<file path="config.mk">
export PLATFORM = sky130hd
export DESIGN_NAME = alarm_timer
export DESIGN_NICKNAME = d
export VERILOG_FILES = /design/src/rtl/alarm_timer.sv
export SDC_FILE = /design/constraint.sdc
export NUM_CORES = 1
export LEC_CHECK = 0
export CORE_AREA = 4 4 41 43
export CTS_BUF_LIST = sky130_fd_sc_hd__clkbuf_16
export DETAILED_ROUTE_END_ITERATION = 12
export DIE_AREA = 0 0 45 47
export DONT_BUFFER_PORTS = 1
export HOLD_SLACK_MARGIN = 0.03
export SLEW_MARGIN = 20
export SYNTH_ARGS = -nofsm -noshare
export SYNTH_HDL_FRONTEND = slang
export SYNTH_SLANG_ARGS = --single-unit
</file>
<file path="constraint.sdc">
create_clock -name clock -period 2.7 [get_ports clock]
set_input_delay 0.405 -clock clock [delete_from_list [all_inputs] [get_ports clock]]
set_output_delay 0.405 -clock clock [all_outputs]
set_load 0.005 [all_outputs]
</file>
<file path="src/rtl/alarm_timer.sv">
// alarm_timer: seconds-based countdown timer with a free-running blink output.
// A start loads the interval from the parameter bank and counts it down in whole
// seconds of TICKS_PER_SEC clock cycles. The end of the interval is signalled by
// a one-cycle expired pulse.
//
// Ports:
//   clock        system clock, rising edge
//   reset        asynchronous, active-high reset
//   start_timer  load value and (re)start the countdown; has priority over stop
//   stop_timer   cancel a running countdown without an expired pulse
//   value[3:0]   interval in seconds, captured only on a start
//   expired      one-cycle pulse at the end of an interval (or on a start with 0)
//   running      high while a countdown is in progress
//   remaining    seconds left in the current countdown
//   blink        square wave that toggles every TICKS_PER_SEC cycles
module alarm_timer #(
   parameter int unsigned TICKS_PER_SEC = 4
) (
   input  logic       clock,
   input  logic       reset,
   input  logic       start_timer,
   input  logic       stop_timer,
   input  logic [3:0] value,
   output logic       expired,
   output logic       running,
   output logic [3:0] remaining,
   output logic       blink
);

   localparam int unsigned TPW = $clog2(TICKS_PER_SEC);
   localparam logic [TPW-1:0] TP_MAX = TPW'(TICKS_PER_SEC - 1);

   typedef enum logic {
      IDLE,
      RUN
   } state_t;

   state_t           state_q, state_d;
   logic [TPW-1:0]   tp_q, tp_d;
   logic [3:0]       remaining_q, remaining_d;
   logic             expired_q, expired_d;
   logic [TPW-1:0]   bp_q, bp_d;
   logic             blink_q, blink_d;

   always_ff @(posedge clock or posedge reset) begin
      if (reset) begin
         state_q     <= IDLE;
         tp_q        <= '0;
         remaining_q <= '0;
         expired_q   <= 1'b0;
         bp_q        <= '0;
         blink_q     <= 1'b0;
      end else begin
         state_q     <= state_d;
         tp_q        <= tp_d;
         remaining_q <= remaining_d;
         expired_q   <= expired_d;
         bp_q        <= bp_d;
         blink_q     <= blink_d;
      end
   end

   // Countdown control. A start overrides both a stop and an expiry on the
   // same edge, so a reload never produces a stale pulse.
   always_comb begin
      state_d     = state_q;
      tp_d        = tp_q;
      remaining_d = remaining_q;
      expired_d   = 1'b0;

      if (start_timer) begin
         remaining_d = value;
         tp_d        = '0;
         if (value != '0) begin
            state_d = RUN;
         end else begin
            state_d   = IDLE;
            expired_d = 1'b1;
         end
      end else if (stop_timer && state_q == RUN) begin
         state_d     = IDLE;
         remaining_d = '0;
         tp_d        = '0;
      end else if (state_q == RUN) begin
         if (tp_q == TP_MAX) begin
            tp_d        = '0;
            remaining_d = remaining_q - 4'd1;
            if (remaining_q == 4'd1) begin
               state_d   = IDLE;
               expired_d = 1'b1;
            end
         end else begin
            tp_d = tp_q + TPW'(1);
         end
      end
   end

   // Blink prescaler runs regardless of the countdown.
   always_comb begin
      bp_d    = bp_q + TPW'(1);
      blink_d = blink_q;
      if (bp_q == TP_MAX) begin
         bp_d    = '0;
         blink_d = ~blink_q;
      end
   end

   assign expired   = expired_q;
   assign running   = (state_q == RUN);
   assign remaining = remaining_q;
   assign blink     = blink_q;

endmodule

</file>
==> results of run 1 <==
[placed cells by master, fill, tap and decap left out]
cell type | Yosys | layout
nor4_1 | 1 | 1
dfrtp_1 | 11 | 11
o21ai_0 | 1 | 1
mux2_4 | 1 | 1
nor2_1 | 4 | 4
o22ai_1 | 2 | 2
a32oi_1 | 2 | 2
and2b_1 | 1 | 1
nor3_1 | 1 | 1
o21ai_1 | 1 | 1
nor3b_1 | 1 | 1
mux2i_1 | 2 | 2
ha_1 | 5 | 5
a21oi_1 | 1 | 1
nor2_4 | 1 | 1
a22oi_1 | 3 | 3
xor2_1 | 1 | 1
inv_1 | 6 | 7
clkbuf_16 | 0 | 3
a21o_1 | 1 | 1
o2bb2ai_1 | 2 | 2
nand3_1 | 1 | 1
o21a_4 | 1 | 1
a211o_1 | 1 | 1
nand2_1 | 2 | 2
[layout make-up]
class,count,area (um2)
fillers,118,618
multi-input cells,36,288
flip-flops and latches,11,275
clock buffers,3,75.1
inverters,6,22.5
well taps,15,18.8
clock inverters,1,3.75
[metrics by stage]
step	area, um2	setup slack [ns]
5_1_grt	683	1.20
4_1_cts	683	1.25
6_report	683	1.25
3_3_place_gp	604	1.29
3_5_place_dp	604	1.26
2_1_floorplan	593	1.32
[worst max-delay path: stages, from the launching register on]
cell	delay, ns
dfrtp_1	0.41
ha_1	0.24
o21a_4	0.23
nor2_4	0.13
mux2_4	0.31
[state kept, by name, indices dropped and copies added (netlist names)]
name	cells
tp_q	2
bp_q	2
blink	1
remaining	4
expired	1
running	1
[logic make-up (layout without fill, tap and decap cells)]
group	Yosys count	count (layout)	share of synthesized area, %
AOI/OAI and AO/OA	15	15	19.6
and+or+nand+nor	12	12	11.0
muxes	3	3	5.91
buffers and inverters	7	10	5.06
DFF	11	11	46.4
xor gates and xnor gates	1	1	1.48
adders and majority gates	5	5	10.5
[metal layers]
metal | share of wire (%) | vias to the layer above | wire [um] | global-route usage, %
li1 | - | 201 | - | -
met1 | 42 | 194 | 465 | 13.1
met2 | 50 | 11 | 560 | 19.5
met3 | 7.6 | 2 | 85 | 8.43
met4 | 0.45 | 0 | 5 | 3.51
met5 | 0 | - | 0 | 0
[where the power goes]
part / total, mW / switching [mW] / leakage (nW) / internal (mW)
combinational: 0.0646 / 0.0334 / 0.155 / 0.0312
clock: 0.259 / 0.0654 / 0.0423 / 0.194
sequential: 0.200 / 0.0203 / 0.139 / 0.180
total: 0.524 / 0.119 / 0.337 / 0.405
[how the worst min path moves through the flow]
stage                         end  slack [ns]  depth (start not counted)
after global placement    expired        0.31                          1
after global routing      expired        0.07                          1
after detailed placement  expired        0.31                          1
after floorplan             blink        0.26                          1
final                     running        0.05                          1
after CTS                 tp_q[1]        0.05                          1
==> results.json, run 1 <==
{
  "initial_core_util_pct": 45.6,
  "clock_path_buffers": 2,
  "root_buffer": "clkbuf_16",
  "cts_hold_buf": 0,
  "ff2ff_setup_slack_ns": 1.25,
  "grt_setup_unrepaired": "false",
  "nNetsFinal": 71,
  "place_congestion": 0.769,
  "fmax_mhz": 691,
  "path_max_fanout": 4,
  "yosys.cell_count.top_type": "dfrtp_1",
  "coreArea_mm2": 0.00130,
  "drt-initial-drc-count": 10,
  "peakVddDrop_v": 0.000357,
  "yosys-top-cells-count": "11 x dfrtp_1, 6 x inv_1, 5 x ha_1",
  "numCtsBuffers": 3,
  "reg2regPathDepth": 4,
  "setup_viol_count_final": 0,
  "clock_sinks": 11,
  "ys_ff_latch": 11,
  "crit_arrival_ns": 1.56,
  "powerDensity_mw_per_mm2": 767,
  "portBuffers": 0,
  "avgSynthCellArea_um2": 11.0,
  "ys_warn_count": 0,
  "skew_ns": 0.00368,
  "tritoncts": "built",
  "required_ns": 2.81,
  "whs_ns": 0.0451,
  "die_w_um": 45,
  "fp.dieH_um": 47,
  "async_flop_share_pct": 100,
  "final_core_util_pct": 52.5,
  "layout-drive-gt1-share_pct": 10.5,
  "status": "complete, no violations",
  "synthToLayoutAreaGrowth_pct": 15.2,
  "crit_type": "reg2reg",
  "clk_pin_slew_ns": 0.04,
  "worst_pin_slew_ns": 0.410,
  "via_per_inst": 5.67,
  "synth_top_cell_by_area": "dfrtp_1",
  "p_leak_nw": 0.337,
  "crit-reg2reg-launch": "tp_q[0]",
  "wire_per_inst_um": 15.5,
  "finalSetupTns_ns": 0,
  "grt_max_degree": 15,
  "synth_ff_type": "dfrtp_1",
  "fp-row-count": 13,
  "die-area_mm2": 0.00212,
  "synth_cell_type_count": 25,
  "slew_headroom_pct": 72.4,
  "crit_path_end_kind": "flip-flop",
  "synth_seq_area_share_pct": 46.4,
  "remaining_drc_errors": 0,
  "antenna_found_initial": 0,
  "synth_cells": 54,
  "min_path_type": "in2async",
  "r2r-end": "remaining[1]",
  "place_inst": 68,
  "ioPinCount": 15,
  "drv_cap": 0,
  "dp_hpwl_um": 859,
  "clock_latency_ns": 0.23,
  "diodes": 0,
  "synth_edf_count": 0,
  "worstSetupEndpoint": "remaining[1]",
  "grt_pass1_wl_mm": 1.75,
  "vias": 408,
  "htreeDepth": 1,
  "grt_overflow_total": 0,
  "grt_pass1_vias": 394,
  "track_usage_pct": 12.2,
  "post-cts-setup-buffer-count": 0,
  "period_share_pct": 53.6,
  "start_kind": "flip-flop",
  "final_cell_count_no_fill": 72,
  "firstDrtPassIters": 3,
  "post_cts_resized": 0,
  "synth_area_leaders": "dfrtp_1 46%, ha_1 11%, a22oi_1 3.8%",
  "synth.top_cell.area_share_pct": 46.4,
  "power_mw": 0.524,
  "syn_nets": 67,
  "hold_violations": 0,
  "report.final.slew_viol_count": 0,
  "final.min_clock_period_ns": 1.45,
  "wl_mm": 1.12,
  "syn-cell-area_um2": 593,
  "antenna_left": 0,
  "crit_start": "tp_q[0]"
}
(Power assumes the default switching activity.)
==> inputs of run 2 (changes only) <==
==> constraint.sdc (replaced) <==
create_clock -name clock -period 1.37 [get_ports clock]
set_input_delay 0.2055 -clock clock [delete_from_list [all_inputs] [get_ports clock]]
set_output_delay 0.2055 -clock clock [all_outputs]
set_load 0.005 [all_outputs]
==> results.json, run 2 (synthesized netlist as in run 1, its figures left out) <==
{
  "fp.dieH_um": 47,
  "crit_arrival_ns": 1.45,
  "initial_core_util_pct": 45.6,
  "grt_overflow_total": 0,
  "die_w_um": 45,
  "period_share_pct": 97.2,
  "place_ws_ns": 0.0166,
  "clock_path_buffers": 2,
  "p_comb_share_pct": 14.6,
  "slew_headroom_pct": 71.5,
  "via_per_inst": 5.47,
  "firstDrtPassIters": 4,
  "antenna_left": 0,
  "clock_latency_ns": 0.24,
  "start_kind": "flip-flop",
  "status": "complete, no violations",
  "clk_pin_slew_ns": 0.04,
  "dp_hpwl_um": 882,
  "grt_pass1_vias": 448,
  "powerDensity_mw_per_mm2": 1450,
  "htreeDepth": 1,
  "path_max_fanout": 3,
  "p_leak_nw": 0.362,
  "holdPathEnd": "tp_q[1]",
  "root_buffer": "clkbuf_16",
  "crit-reg2reg-launch": "tp_q[1]",
  "portBuffers": 0,
  "hold_violations": 0,
  "hold_depth": 1,
  "mostFrequentLayoutCell": "dfrtp_1",
  "fin_ws_ns": 0.0382,
  "drt-initial-drc-count": 6,
  "layout-drive-gt1-share_pct": 22.2,
  "grtUsageMet1_pct": 17.1,
  "power.switching_mw": 0.257,
  "final_cell_count_no_fill": 78,
  "antenna_found_initial": 0,
  "die-area_mm2": 0.00212,
  "place_congestion": 0.788,
  "min_from": "start_timer",
  "remaining_drc_errors": 0,
  "drv_cap": 0,
  "r2r-end": "remaining[1]",
  "grtUsageMet2_pct": 20.9,
  "ioPinCount": 15,
  "diodes": 0,
  "p_seq_share_pct": 36.1,
  "setup_viol_count_final": 0,
  "largest_reg_flops": 4,
  "reg2regPathDepth": 4,
  "nNetsFinal": 77,
  "wl_mm": 1.19,
  "pwr-share-clk_pct": 49.3,
  "vias": 427,
  "finalSetupTns_ns": 0,
  "p_int_mw": 0.822,
  "fp-row-count": 13,
  "use_met3_pct": 6.13,
  "report.final.slew_viol_count": 0,
  "tritoncts": "built",
  "coreArea_mm2": 0.00130,
  "ff2ff_setup_slack_ns": 0.04,
  "wire_per_inst_um": 15.3,
  "place_inst": 71,
  "final.min_clock_period_ns": 1.33,
  "synthToLayoutAreaGrowth_pct": 25.5,
  "power_mw": 1.08,
  "peakVddDrop_v": 0.00111,
  "grt_pass1_wl_mm": 2.01,
  "numCtsBuffers": 3,
  "track_usage_pct": 13.5,
  "top_usage_layer": "met2",
  "skew_ns": 0.00248,
  "worst_pin_slew_ns": 0.427,
  "min_path_type": "in2reg",
  "crit_path_end_kind": "flip-flop",
  "required_ns": 1.49,
  "fmax_mhz": 751,
  "mostFrequentLayoutCells": "11 x dfrtp_1, 6 x inv_1, 4 x nor2_1, 4 x buf_4",
  "grt_max_degree": 15,
  "sw_frac_of_total_pct": 23.8,
  "crit_type": "reg2reg",
  "grt_setup_unrepaired": "false",
  "clock_sinks": 11
}
run 2: changes by cell type in the layout (fill, tap and decap cells not counted), sizes merged:
| cell | delta |
|---|---|
| buf | +4 |
| dlygate4sd3 | +2 |
| clkinv | +1 |
| inv | -1 |
run 2: how the worst max path moves through the flow:
| stage | start | to | slack (ns) | cells past startpoint |
|---|---|---|---|---|
| finish | tp_q[1] | remaining[1] | 0.04 | 4 |
| global route | remaining[0] | running | 0.003 | 4 |
| CTS | tp_q[1] | remaining[1] | 0.02 | 4 |
| detailed placement | remaining[1] | expired | 0.02 | 5 |
| global placement | remaining[1] | expired | 0.05 | 5 |
| floorplan | tp_q[0] | remaining[1] | 0.0005 | 4 |
run 2: layout make-up:
type	count	area, um2
multi-input cells	36	298
clock buffers	3	75.1
clock inverters	1	5.00
flip-flops and latches	11	275
well taps	15	18.8
repair buffers	6	50.0
inverters	6	22.5
fillers	118	557
run 2: critical path: stages (launching register included):
cell and delay [ns]:
dfrtp_1 0.39, ha_2 0.20, o21a_4 0.23, nor2_4 0.10
mux2_4 0.30
run 2: what timing repair did:
item | CTS | global route
gates resized for setup | 1 | 1
endpoints found under the setup margin | 1 | 2
setup buffers | 0 | 1
endpoints found under the hold margin | 12 | 0
hold buffers | 2 | 0
pin swaps | 0 | 2
run 2: power groups by stage:
stage / combinational [mW] / clock, mW / sequential, mW
3_3_place_gp: 0.148 / 0 / 0.394
6_report: 0.158 / 0.533 / 0.390
2_1_floorplan: 0.109 / 0 / 0.389
5_1_grt: 0.180 / 0.560 / 0.395
4_1_cts: 0.156 / 0.540 / 0.391
3_5_place_dp: 0.148 / 0 / 0.394
run 2: per-layer routing:
layer	part of all wire, %	routed length, um	vias up
li1	-	-	215
met1	45	540	200
met2	47	558	12
met3	7.6	91	0
met4	0	0	0
met5	0	0	-
run 2: stage by stage:
stage          util [%]  hold WS, ns  cell area [um2]
3_5_place_dp       48.4        0.112              629
4_1_cts            56.4       0.0362              734
2_1_floorplan         -       0.0579              596
5_1_grt            57.2       0.0371              744
3_3_place_gp       48.4        0.115              629
6_report           57.2       0.0374              744
==> inputs of run 3 (changes only) <==
==> constraint.sdc (replaced) <==
create_clock -name clock -period 1.21 [get_ports clock]
set_input_delay 0.1815 -clock clock [delete_from_list [all_inputs] [get_ports clock]]
set_output_delay 0.1815 -clock clock [all_outputs]
set_load 0.005 [all_outputs]
==> results.json, run 3 (synthesized netlist as in run 1, its figures left out) <==
{
  "finalSetupTns_ns": -0.278,
  "clock_path_buffers": 2,
  "violations": "negative setup slack",
  "wl_mm": 1.34,
  "min_path_type": "in2reg",
  "diodes": 0,
  "grt_overflow_total": 0,
  "regArea_um2": 277,
  "setup_viol_count_final": 5,
  "critPathMaxStageDelay_ns": 0.37,
  "final_core_util_pct": 64.8,
  "power_mw": 1.32,
  "antenna_found_initial": 0,
  "portBuffers": 0,
  "track_usage_pct": 15.2,
  "crit_path_end_kind": "flip-flop",
  "powerDensity_mw_per_mm2": 1560,
  "wire_per_inst_um": 15.5,
  "slew_headroom_pct": 72.5,
  "grt_pass1_vias": 499,
  "layout-drive-gt1-share_pct": 38.0,
  "hold_violations": 0,
  "grt_pass1_wl_mm": 2.24,
  "clk_pin_slew_ns": 0.04,
  "crit_type": "reg2reg",
  "status": "finished with violations",
  "drv_cap": 0,
  "path_max_fanout": 2,
  "crit_family": "flip-flops",
  "final.min_clock_period_ns": 1.30,
  "grt_setup_unrepaired": "true",
  "start_kind": "flip-flop",
  "whs_ns": 0.0106,
  "peakVddDrop_v": 0.00152,
  "fill_cells": 104,
  "synthToLayoutAreaGrowth_pct": 42.2,
  "grt_max_degree": 15,
  "initial_core_util_pct": 45.6,
  "ioPinCount": 15,
  "worst_pin_slew_ns": 0.412,
  "drt-initial-drc-count": 1,
  "tritoncts": "built",
  "antenna_left": 0,
  "place_ws_ns": -0.109,
  "fp-row-count": 13,
  "fmax_mhz": 768,
  "die-area_mm2": 0.00212,
  "mostFrequentLayoutCell": "buf_4",
  "period_share_pct": 108,
  "skew_ns": 0.00293,
  "place_congestion": 0.797,
  "clock_sinks": 11,
  "mostFrequentLayoutCells": "11 x buf_4, 10 x dfrtp_1, 6 x inv_1, 4 x nor2_1",
  "required_ns": 1.33,
  "largest_reg_flops": 4,
  "p_leak_nw": 0.414,
  "vias": 465,
  "report.final.slew_viol_count": 0,
  "remaining_drc_errors": 0,
  "clock_latency_ns": 0.24,
  "root_buffer": "clkbuf_16",
  "cts_hold_buf": 1,
  "multi_input_area_um2": 332,
  "htreeDepth": 1,
  "dp_hpwl_um": 955,
  "firstDrtPassIters": 4,
  "nNetsFinal": 85,
  "die_w_um": 45,
  "crit_arrival_ns": 1.42,
  "fp.dieH_um": 47,
  "numCtsBuffers": 3,
  "crit_buf_inv": 0,
  "crit_chain": "ha_2, o21a_4, nor2_4, mux2_4",
  "slowest_stage": "dfrtp_1",
  "via_per_inst": 5.41,
  "fin_ws_ns": -0.0924,
  "coreArea_mm2": 0.00130
}
-- run 3: changes by cell type in the layout (fill, tap and decap cells not counted), sizes merged --
cell / before / now
buf: 4 / 13
inv: 6 / 7
clkinv: 1 / 0
dlygate4sd3: 2 / 1
-- run 3: routing by layer --
layer	share of wire (%)	global-route usage, %	vias to the layer above
li1	-	-	229
met3	5.2	5.36	0
met5	0	0	-
met2	52	24.6	11
met4	0	5.26	0
met1	42	18.8	225
-- run 3: layout make-up --
type,instances,share of cell area [%]
Timing Repair Buffer,14,13.6
Tap cell,15,2.23
Clock inverter,1,0.445
Inverter,6,2.67
Multi-Input combinational cell,36,39.3
Clock buffer,3,8.90
Sequential cell,11,32.8
-- run 3: repair_timing --
item                                    in CTS  in global routing
gates resized for setup                      6                  6
endpoints found under the setup margin       6                  6
endpoints found under the hold margin       13                  2
buffers inserted                             0                  1
pin swaps                                    4                  4
-- run 3: power breakdown --
group	total (mW)	leakage, nW	internal [mW]	switching, mW
clock network	0.588	0.0423	0.433	0.155
registers	0.439	0.138	0.403	0.0358
logic	0.290	0.233	0.160	0.130
-- run 3: path summary, 6_finish.rpt --
kind	start	endpoint	slack, ns	cells past startpoint
max	tp_q[0]	remaining[1]	-0.09	4
max in group asynchronous	reset	remaining[0]	0.52	2
min	start_timer	tp_q[0]	0.01	1
min in group asynchronous	reset	remaining[3]	0.38	2
min reg2reg	bp_q[0]	bp_q[0]	0.43	1
max reg2reg	tp_q[0]	remaining[1]	-0.09	4
-- run 3: metrics by stage --
step                std cells  cell area, um2
finish                     86             843
global route               86             843
CTS                        86             817
detailed placement         81             704
global placement           81             704
floorplan                  54             596
-- run 3: worst reg2reg max path, cell delays in order (launching register included) --
cell and delay [ns]:
dfrtp_1 0.37, ha_2 0.20, o21a_4 0.21, nor2_4 0.11, mux2_4 0.30
